### src/rtl/uart_rx_byte.sv
// 8N1 UART receiver: two-flop synchroniser, mid-bit sampling FSM and a
// byte-wide VALID/ACK holding register with framing-error and overrun status.
module uart_rx_byte #(
    parameter int CLK_HZ = 100000000,
    parameter int BAUD   = 115200
) (
    input  logic       CLK,
    input  logic       RESET,
    input  logic       RX,
    output logic [7:0] DATA,
    output logic       VALID,
    input  logic       ACK,
    output logic       FRAME_ERR,
    output logic       OVERRUN,
    output logic       BUSY
);

    localparam int DIV  = CLK_HZ / BAUD;
    localparam int HALF = DIV / 2;
    localparam int CW   = (DIV > 1) ? $clog2(DIV) : 1;
    localparam logic [CW-1:0] LAST      = CW'(DIV - 1);
    localparam logic [CW-1:0] HALF_LAST = CW'(HALF - 1);

    generate
        if (DIV < 4) begin : g_div_check
            $error("uart_rx_byte: CLK_HZ/BAUD must be at least 4");
        end
    endgenerate

    typedef enum logic [2:0] {
        S_IDLE,
        S_START,
        S_DATA,
        S_STOP,
        S_BREAK
    } state_t;

    state_t        state, nxt;
    logic [1:0]    sync;
    logic          rx_s;
    logic [CW-1:0] cnt;
    logic [3:0]    idx;
    logic [7:0]    shift;
    logic          store, ferr_hit;

    assign rx_s = sync[1];

    always_ff @(posedge CLK or posedge RESET) begin
        if (RESET) sync <= 2'b11;
        else       sync <= {sync[0], RX};
    end

    always_ff @(posedge CLK or posedge RESET) begin
        if (RESET) state <= S_IDLE;
        else       state <= nxt;
    end

    always_comb begin
        nxt = state;
        case (state)
            S_IDLE:  if (!rx_s) nxt = S_START;
            S_START: if (cnt == HALF_LAST) nxt = rx_s ? S_IDLE : S_DATA;
            // one extra cycle after the last sample before entering STOP
            S_DATA:  if (idx == 4'd8) nxt = S_STOP;
            S_STOP:  if (cnt == LAST) nxt = rx_s ? S_IDLE : S_BREAK;
            S_BREAK: if (rx_s) nxt = S_IDLE;
            default: nxt = S_IDLE;
        endcase
    end

    always_comb begin
        BUSY     = (state != S_IDLE);
        store    = (state == S_STOP) && (cnt == LAST) && rx_s;
        ferr_hit = (state == S_STOP) && (cnt == LAST) && !rx_s;
    end

    always_ff @(posedge CLK or posedge RESET) begin
        if (RESET) begin
            cnt   <= '0;
            idx   <= '0;
            shift <= '0;
        end else if (nxt != state) begin
            cnt <= '0;
            idx <= '0;
        end else begin
            case (state)
                S_START, S_STOP: cnt <= cnt + CW'(1);
                S_DATA: begin
                    if (cnt == LAST) begin
                        cnt   <= '0;
                        idx   <= idx + 4'd1;
                        shift <= {rx_s, shift[7:1]};
                    end else begin
                        cnt <= cnt + CW'(1);
                    end
                end
                default: cnt <= '0;
            endcase
        end
    end

    // A store and an ACK in the same cycle hand over cleanly: VALID stays up.
    always_ff @(posedge CLK or posedge RESET) begin
        if (RESET) begin
            DATA      <= '0;
            VALID     <= 1'b0;
            FRAME_ERR <= 1'b0;
            OVERRUN   <= 1'b0;
        end else begin
            FRAME_ERR <= ferr_hit;
            if (store) DATA <= shift;
            if (store)                VALID <= 1'b1;
            else if (ACK && VALID)    VALID <= 1'b0;
            if (store && VALID && !ACK) OVERRUN <= 1'b1;
            else if (ACK)               OVERRUN <= 1'b0;
        end
    end

endmodule

### config.mk
export PLATFORM = sky130hd
export DESIGN_NAME = uart_rx_byte
export DESIGN_NICKNAME = d
export VERILOG_FILES = /design/src/rtl/uart_rx_byte.sv
export SDC_FILE = /design/constraint.sdc
export NUM_CORES = 1
export LEC_CHECK = 0
export BUFFER_PORTS_ARGS = -buffer_cell sky130_fd_sc_hd__buf_2
export CELL_PAD_IN_SITES_DETAIL_PLACEMENT = 0
export CELL_PAD_IN_SITES_GLOBAL_PLACEMENT = 1
export CORE_MARGIN = 2
export CORE_UTILIZATION = 42
export DETAILED_ROUTE_END_ITERATION = 10
export GPL_TIMING_DRIVEN = 0
export PLACE_DENSITY_LB_ADDON = 0.1
export SETUP_SLACK_MARGIN = 0.05
export SYNTH_ARGS = -nofsm -noshare
export SYNTH_HDL_FRONTEND = slang
export SYNTH_SLANG_ARGS = --single-unit
### constraint.sdc
create_clock -name CLK -period 2 [get_ports CLK]
set_input_delay 0.3 -clock CLK [delete_from_list [all_inputs] [get_ports CLK]]
set_output_delay 0.3 -clock CLK [all_outputs]
set_load 0.02 [all_outputs]
* Word-level counts from Yosys, hierarchy flattened
Cells that the tools add are included.
Word-level totals: bits of input ports 4, bits in registers 38, word-level logic and storage cells 55
Cells by class: multiplexer cells 18, equality and inequality tests 8, add/subtract/negate cells 2, reduce and logical (&&, ||, !) cells 17, bitwise logic cells 1
Operators by type and width (number):
- 10-bit two-way mux | 2
- 10-bit case mux with 2 select lines | 1
- 3-bit two-way mux | 6
- 3-bit case mux with 5 select lines | 1
- 4-bit two-way mux | 3
- 10-bit by 1-bit adder with 10-bit output (second input constant) | 1
- 10-bit equality test (second input constant) | 1
- 10-bit by 9-bit equality test with 1-bit output (second input constant) | 1
- 2-bit nonzero test | 4
- 3-bit by 2-bit equality test with 1-bit output (second input constant) | 2
- 1-bit logical AND | 6
- 4-bit by 1-bit adder with 4-bit output (second input constant) | 1
- 4-bit equality test (second input constant) | 1
- 1-bit two-way mux | 4
- 3-bit by 1-bit equality test with 1-bit output (second input constant) | 1
- 3-bit equality test (second input constant) | 1
- 3-bit logical NOT | 1
- 3-bit != test | 1
- 3-bit AND reduction | 1
- 3-bit nonzero test | 1
- 1-bit logical NOT | 2
- 2-bit two-way mux | 1
- 2-bit AND reduction | 1
- 2-bit OR reduction | 1
- 1-bit NOT | 1

* Logic depth before layout (Yosys ltp)
Gate-level depths: netlist (run 1).
word-level depth 6, gate-level depth with buffers 6

* Worst setup path before layout (run 1)
Ideal clock, no wire load.
kind reg-to-reg, start point register cnt[1], end point register cnt[2], path slack -59 ps, data arrival time 1923 ps, buffers on the path 0, cell stages (with the launch flop) 7, period minus slack after synthesis 2059 ps, data required time 1864 ps, library setup time 136 ps, path through dfrtp_1 -> inv_1 -> ha_1 -> or4bb_1 -> or4_4 -> a32oi_2 -> nor2_1
Between the ends: cells in the longest elaborated chain, start to end 5, elaborated cells on any way between the ends 10, classes of those cells add/sub: 1; eq/ne: 3; mux: 6
Ends and longest elaborated chain:
- start, declared | RTL line 41 | logic [CW-1:0] cnt;
- start signal, assigned | RTL line 87 | S_START, S_STOP: cnt <= cnt + CW'(1);
- start signal, assigned | RTL line 94 | cnt <= cnt + CW'(1);
- parallel branches: the longest is 4 deep, another holds 10-bit by 1-bit adder with 10-bit output
- 10-bit two-way mux * | RTL line 82 | end else if (nxt != state) begin
Mark *: on every way between the ends. A chain may end at the register's enable or synchronous reset.

* Worst setup path after layout (run 1)
Ends and elaborated chain as after synthesis.

==> metrics.txt, run 1 <==
ant diodes=0; Hold Fails Final Rpt=0; first-pass GRT wire length=6.13 mm; final setup vio count=14; Post-Route WL=roughly 3.5 mm; Routed Antenna Nets=0; TritonCTS clock tree=done; CTS max path bufs=2; final net count=between 150 and 200; VDD IR max=slightly above 0.4 mV; CP Class=register to register; final RePlAce weighted congestion=0.864; final instance area=about 2200 um^2; Simple-Gate Fraction of Synth Area=between 20 and 25%; max frequency=479 MHz; ys async rst share=100%; CP Cell Sequence=inv_1, ha_1, or4bb_4, or4_4, a32oi_4, buf_12, nor2_1; synthesized area=roughly 1800 um^2; clock sink total=38; Cell Pwr Density=about 640 nW/um^2; synthesized instance count=around 150; number of synthesized flops with an enable pin=0; GRT Residual Overflow=0; delay of the slowest cell on the worst path=approximately 0.48 ns; net count after synthesis=approximately 160; die width=roughly 70 um; combinational family with the most area after synthesis=simple AND/OR/NAND/NOR gates; drt first pass iters=4; initial drt markers=35; CTS hold repair buffers=0; leak pwr=between 0.001 and 0.0015 uW; Critical Path Start Type=register; Worst Hold Class=input port to register; Worst-Margin Slew=between 0.7 and 0.8 ns; Die H=slightly below 70 um; Crit path max-delay family=simple AND/OR/NAND/NOR gates; port bufs=15; commonest cells after routing, fill and taps aside=dfrtp_1 (35), nor2_1 (17), buf_2 (15); final core occ=a little under three fifths; vias per cell=~5.4; Post-synth top flop=dfrtp_1; Clk Latency, worst-skew pair=slightly below 0.3 ns; TritonCTS Buffers=5; area grow syn2layout=24.4%; area share of the largest cell type after synthesis=49.8%; die area=slightly below 5000 um^2; Data arrival, critical path=between 2 and 2.5 ns; CP required=~2.2 ns; core area=4060 um^2; Post-Synth Adder-Cell Area=~2.8%; final setup margin=-0.0855 ns; GRT Total Usage=~16%; # rows=23; DP HPWL=between 2 and 2.5 mm; share of post-route cells with drive strength above 1=about 38%; mux contribution to synthesized area=a little over a tenth; Slew HR=between 40% and 50%; status=complete, but fails checks; failing checks=negative setup slack; distinct cell type count after synthesis=between 40 and 50; critical-path maximum fanout=10; Yosys reg bits=38; biggest area consumer among synthesized cells=dfrtp_1; Synth area leaders=dfrtp_1 (50%), mux2_2 (10%), nor2_1 (3.5%), dfstp_2 (2.9%), xnor2_1 (2.9%); post-synthesis compound-gate area fraction=under 10%; commonest non-fill, non-tap cell in the layout=dfrtp_1; Max Slew Vio Count=0; DR WL/cell=14.9 um; Post-DP Area=between 1500 and 2000 um^2; H-tree depth=2; Worst Skew=0.00675 ns; XOR/XNOR share of the synthesized area=between 4 and 5%; CP Capture Type=register; RSZ-0062 raised after global routing=true; CP bufs+invs=2; min Tclk post-route=between 2 and 2.5 ns; Final Cycle Share=104%; antenna violations before repair=0; dpl ws=-0.344 ns; register area share after synthesis=52.7%; largest net degree at the start of global routing=39; Slowest-stage cell, CP=or4_4; DRC viols=0; # Max-Cap Violations=0; Avg Cell Area, Syn=11.8 um^2; vias post-DR=between 1000 and 1500; starting density of the core=44.6%; number of top-level pins=16; vias in the first global route=approximately 1300; clock slew at reported path FFs=approximately 0.07 ns; YS warnings=0; Root Buffer=clkbuf_8
==> cell usage after synthesis (2+ instances only) <==
cell type	n
nor4_4	2
o21ai_0	4
ha_1	4
and4b_1	2
or3_1	4
clkbuf_1	2
nand3_1	7
dfstp_2	2
o31ai_1	2
nor3_1	4
inv_1	7
nor2_1	17
xnor2_1	6
nand2_1	3
dfrtp_1	36
xor2_1	3
nand4b_1	2
mux2_2	16
or4_4	2
nand4_1	4
a21oi_1	4
==> final cells by class <==
type	instances	area, um^2
fill	369	1810
sequential	38	955
multi-input combinational	104	882
timing repair buffer	25	183
clock buffer	5	68.8
tap	50	62.6
clock inverter	3	40.0
buffer	4	31.3
inverter	7	26.3
==> layer usage <==
layer | part of all wire (%) | track usage (%) | up-vias
met5 | 0 | 0 | -
met4 | 2.2 | 7.48 | 0
met3 | 4.8 | 5.09 | 9
met2 | 48 | 26.9 | 26
met1 | 45 | 19.3 | 623
li1 | - | - | 614
==> flip-flops by register name, indices dropped and copies added, names as in the netlist <==
name       cells
DATA           8
OVERRUN        1
idx            4
shift          8
FRAME_ERR      1
VALID          1
state          3
sync           2
cnt           10
==> worst paths after layout <==
path	startpoint	endpoint	slack, ns	depth (start not counted)
setup / recovery	cnt[1]	cnt[2]	-0.09	7
hold / removal	RX	sync[0]	0.11	1
setup reg to reg	cnt[1]	cnt[2]	-0.09	7
hold reg to reg	sync[0]	sync[1]	0.36	0
max in group asynchronous	RESET	cnt[2]	1.30	2
min in group asynchronous	RESET	idx[2]	0.15	2
==> power by group <==
group / switching, uW / internal, uW
Clock: 272 / 367
Combinational: 17.8 / 3.21
Sequential: 2.29 / 772
==> through the flow <==
step | instances | setup TNS, ns | total power, uW | hold slack [ns]
6_report | 236 | -0.981 | 1430 | 0.106
5_1_grt | 236 | -2.32 | 1500 | 0.0942
4_1_cts | 235 | -1.23 | 1460 | 0.0967
3_5_place_dp | 218 | -6.31 | 810 | 0.350
3_3_place_gp | 218 | -4.96 | 808 | 0.347
2_1_floorplan | 153 | -0.120 | 801 | 0.304
==> cells by family after synthesis <==
family	Yosys count
buffers and inverters	11
multiplexers	17
adder cells (fa/ha/maj)	4
AND/OR/NAND/NOR	58
flip-flops	38
AO/OA/AOI/OAI	16
XOR/XNOR	9
==> repair_timing <==
action                                 CTS  global route
resized for setup                        3             7
pin swaps                                8             5
buffers inserted                         9             1
cloned                                   0             0
setup endpoints to repair               31            30
endpoints found under the hold margin    0             0
(Power assumes the default switching activity.)
==> run 2: changes to the inputs <==
--- a/config.mk
+++ b/config.mk
@@ -6,11 +6,12 @@
 export NUM_CORES = 1
 export LEC_CHECK = 0
 export BUFFER_PORTS_ARGS = -buffer_cell sky130_fd_sc_hd__buf_2
-export CELL_PAD_IN_SITES_DETAIL_PLACEMENT = 0
-export CELL_PAD_IN_SITES_GLOBAL_PLACEMENT = 1
+export CELL_PAD_IN_SITES_DETAIL_PLACEMENT = 1
+export CELL_PAD_IN_SITES_GLOBAL_PLACEMENT = 2
 export CORE_MARGIN = 2
-export CORE_UTILIZATION = 42
+export CORE_UTILIZATION = 35
 export DETAILED_ROUTE_END_ITERATION = 10
+export GPL_ROUTABILITY_DRIVEN = 1
 export GPL_TIMING_DRIVEN = 0
 export PLACE_DENSITY_LB_ADDON = 0.1
 export SETUP_SLACK_MARGIN = 0.05
==> run 2 against run 1 <==
  * Die area is 19% higher
  * Design area is 1.9% higher
  * Maximum frequency is 0.59% higher
  * The run still ends with negative setup slack left
  * Largest power group unchanged
==> metrics.txt, run 2 (synthesized netlist as in run 1, its figures left out) <==
status=complete, but fails checks; failing checks=negative setup slack; ant diodes=0; Largest regs=cnt x10, DATA x8, shift x8; share of post-route cells with drive strength above 1=approximately two fifths; vias per cell=around 5; # rows=26; min Tclk post-route=2.07 ns; clock sink total=38; r2r setup slk=-0.07 ns; Routed Antenna Nets=0; DP HPWL=between 2 and 3 mm; final setup vio count=14; max reg flops=10; DRC viols=0; area grow syn2layout=26.8%; Data arrival, critical path=about 2.2 ns; GRT Total Usage=between 15 and 20%; CP required=around 2.1 ns; GRT Residual Overflow=0; CP Class=register to register; Reg with most FFs=cnt; Final Cycle Share=104%; core area=roughly 5000 um^2; number of top-level pins=16; Post-Route WL=about 4.0 mm; Slew HR=a little under half; Critical Path Start Type=register; leak pwr=about 0.0011 uW; final core occ=45.5%; vias in the first global route=1303; largest net degree at the start of global routing=39; CP Capture Type=register; commonest non-fill, non-tap cell in the layout=dfrtp_1; first-pass GRT wire length=between 6 and 7 mm; max frequency=a little under 500 MHz; Worst Skew=about 0.0073 ns; setup TNS=-0.538 ns; drt first pass iters=3; final setup margin=-0.0733 ns; Worst Hold Class=input port to register; final hold slack=slightly above 0.1 ns; final net count=198; antenna violations before repair=0; dpl ws=-0.445 ns; Clk Latency, worst-skew pair=between 0.2 and 0.3 ns; H-tree depth=2; DR WL/cell=about 15 um; critical-path maximum fanout=4; VDD IR max=0.403 mV; starting density of the core=35.9%; final RePlAce weighted congestion=0.791; number of fill cells=roughly 550; TritonCTS clock tree=done; die width=75.9 um; commonest cells after routing, fill and taps aside=dfrtp_1 (36), nor2_1 (17), buf_2 (15); sequential cell area=953 um^2; initial drt markers=15; Cell Pwr Density=between 500 and 600 nW/um^2; TritonCTS Buffers=5; Hold Fails Final Rpt=0; CTS max path bufs=2; die area=5760 um^2; Worst-Margin Slew=slightly below 0.8 ns; vias post-DR=1300; # Max-Cap Violations=0; RSZ-0062 raised after global routing=true; Max Slew Vio Count=0; clock slew at reported path FFs=roughly 0.070 ns; footprint of the multi-input gates=about 900 um^2; Die H=between 70 and 80 um; CTS hold repair buffers=0; Root Buffer=clkbuf_8; port bufs=15
==> run 2: cell types whose count changed in the layout (fill, tap and decap cells not counted) <==
cell and delta:
bufinv_16 -1, or4bb_1 +1, dfrtp_1 +1, clkinv_2 -1, dfrtp_2 -1, or4bb_4 -1
buf_4 +5, clkinvlp_4 +1, clkbuf_8 +1
==> run 2: layer usage <==
metal  up-vias  share of wire, %  GRT usage, %  wire, um
li1        622                 -             -         -
met1       661                46          21.0      1830
met2        12                51          24.8      2020
met3         5               2.2          3.97        89
met4         0               1.4          5.26        57
met5         -                 0             0         0
==> run 2: report_power, final <==
| part | leakage, uW | switching [uW] | total [uW] | internal [uW] |
|---|---|---|---|---|
| Sequential | 0.000509 | 2.22 | 774 | 772 |
| Clock | 0.0000472 | 278 | 555 | 277 |
| Combinational | 0.000523 | 17.7 | 20.8 | 3.17 |
==> run 2: final timing paths <==
check	startpoint	to	cells after the start
setup / recovery	cnt[1]	idx[2]	6
hold / removal	RX	sync[0]	1
setup reg to reg	cnt[1]	idx[2]	6
hold reg to reg	sync[0]	sync[1]	0
max in group asynchronous	RESET	cnt[8]	2
min in group asynchronous	RESET	shift[6]	2
==> run 2: through the flow <==
step           cells  area, um^2  power [uW]
2_1_floorplan    153        1860         801
3_3_place_gp     238        2020         809
3_5_place_dp     238        2020         811
4_1_cts          255        2240        1380
5_1_grt          261        2290        1400
6_report         261        2290        1350
==> run 2: final cells by class <==
class                      count  area share (%)
multi-input combinational    104            38.3
clock buffer                   6            3.60
buffer                         3           0.873
tap                           70            3.82
clock inverter                 2           0.546
timing repair buffer          31            10.1
sequential                    38            41.6
inverter                       7            1.15
==> run 2: repair_timing <==
item                       in CTS  in global routing
setup endpoints to repair      31                 32
gates resized for setup         4                  5
gates cloned                    0                  0
pin swaps                      10                  6
buffers inserted                9                  7
==> run 2: worst max-delay path, stage by stage, from the launching register on <==
cell and delay, ns:
dfrtp_1 0.40, inv_1 0.06, ha_1 0.15, or4bb_1 0.42, or4_4 0.48, a32oi_4 0.31, a211oi_1 0.10
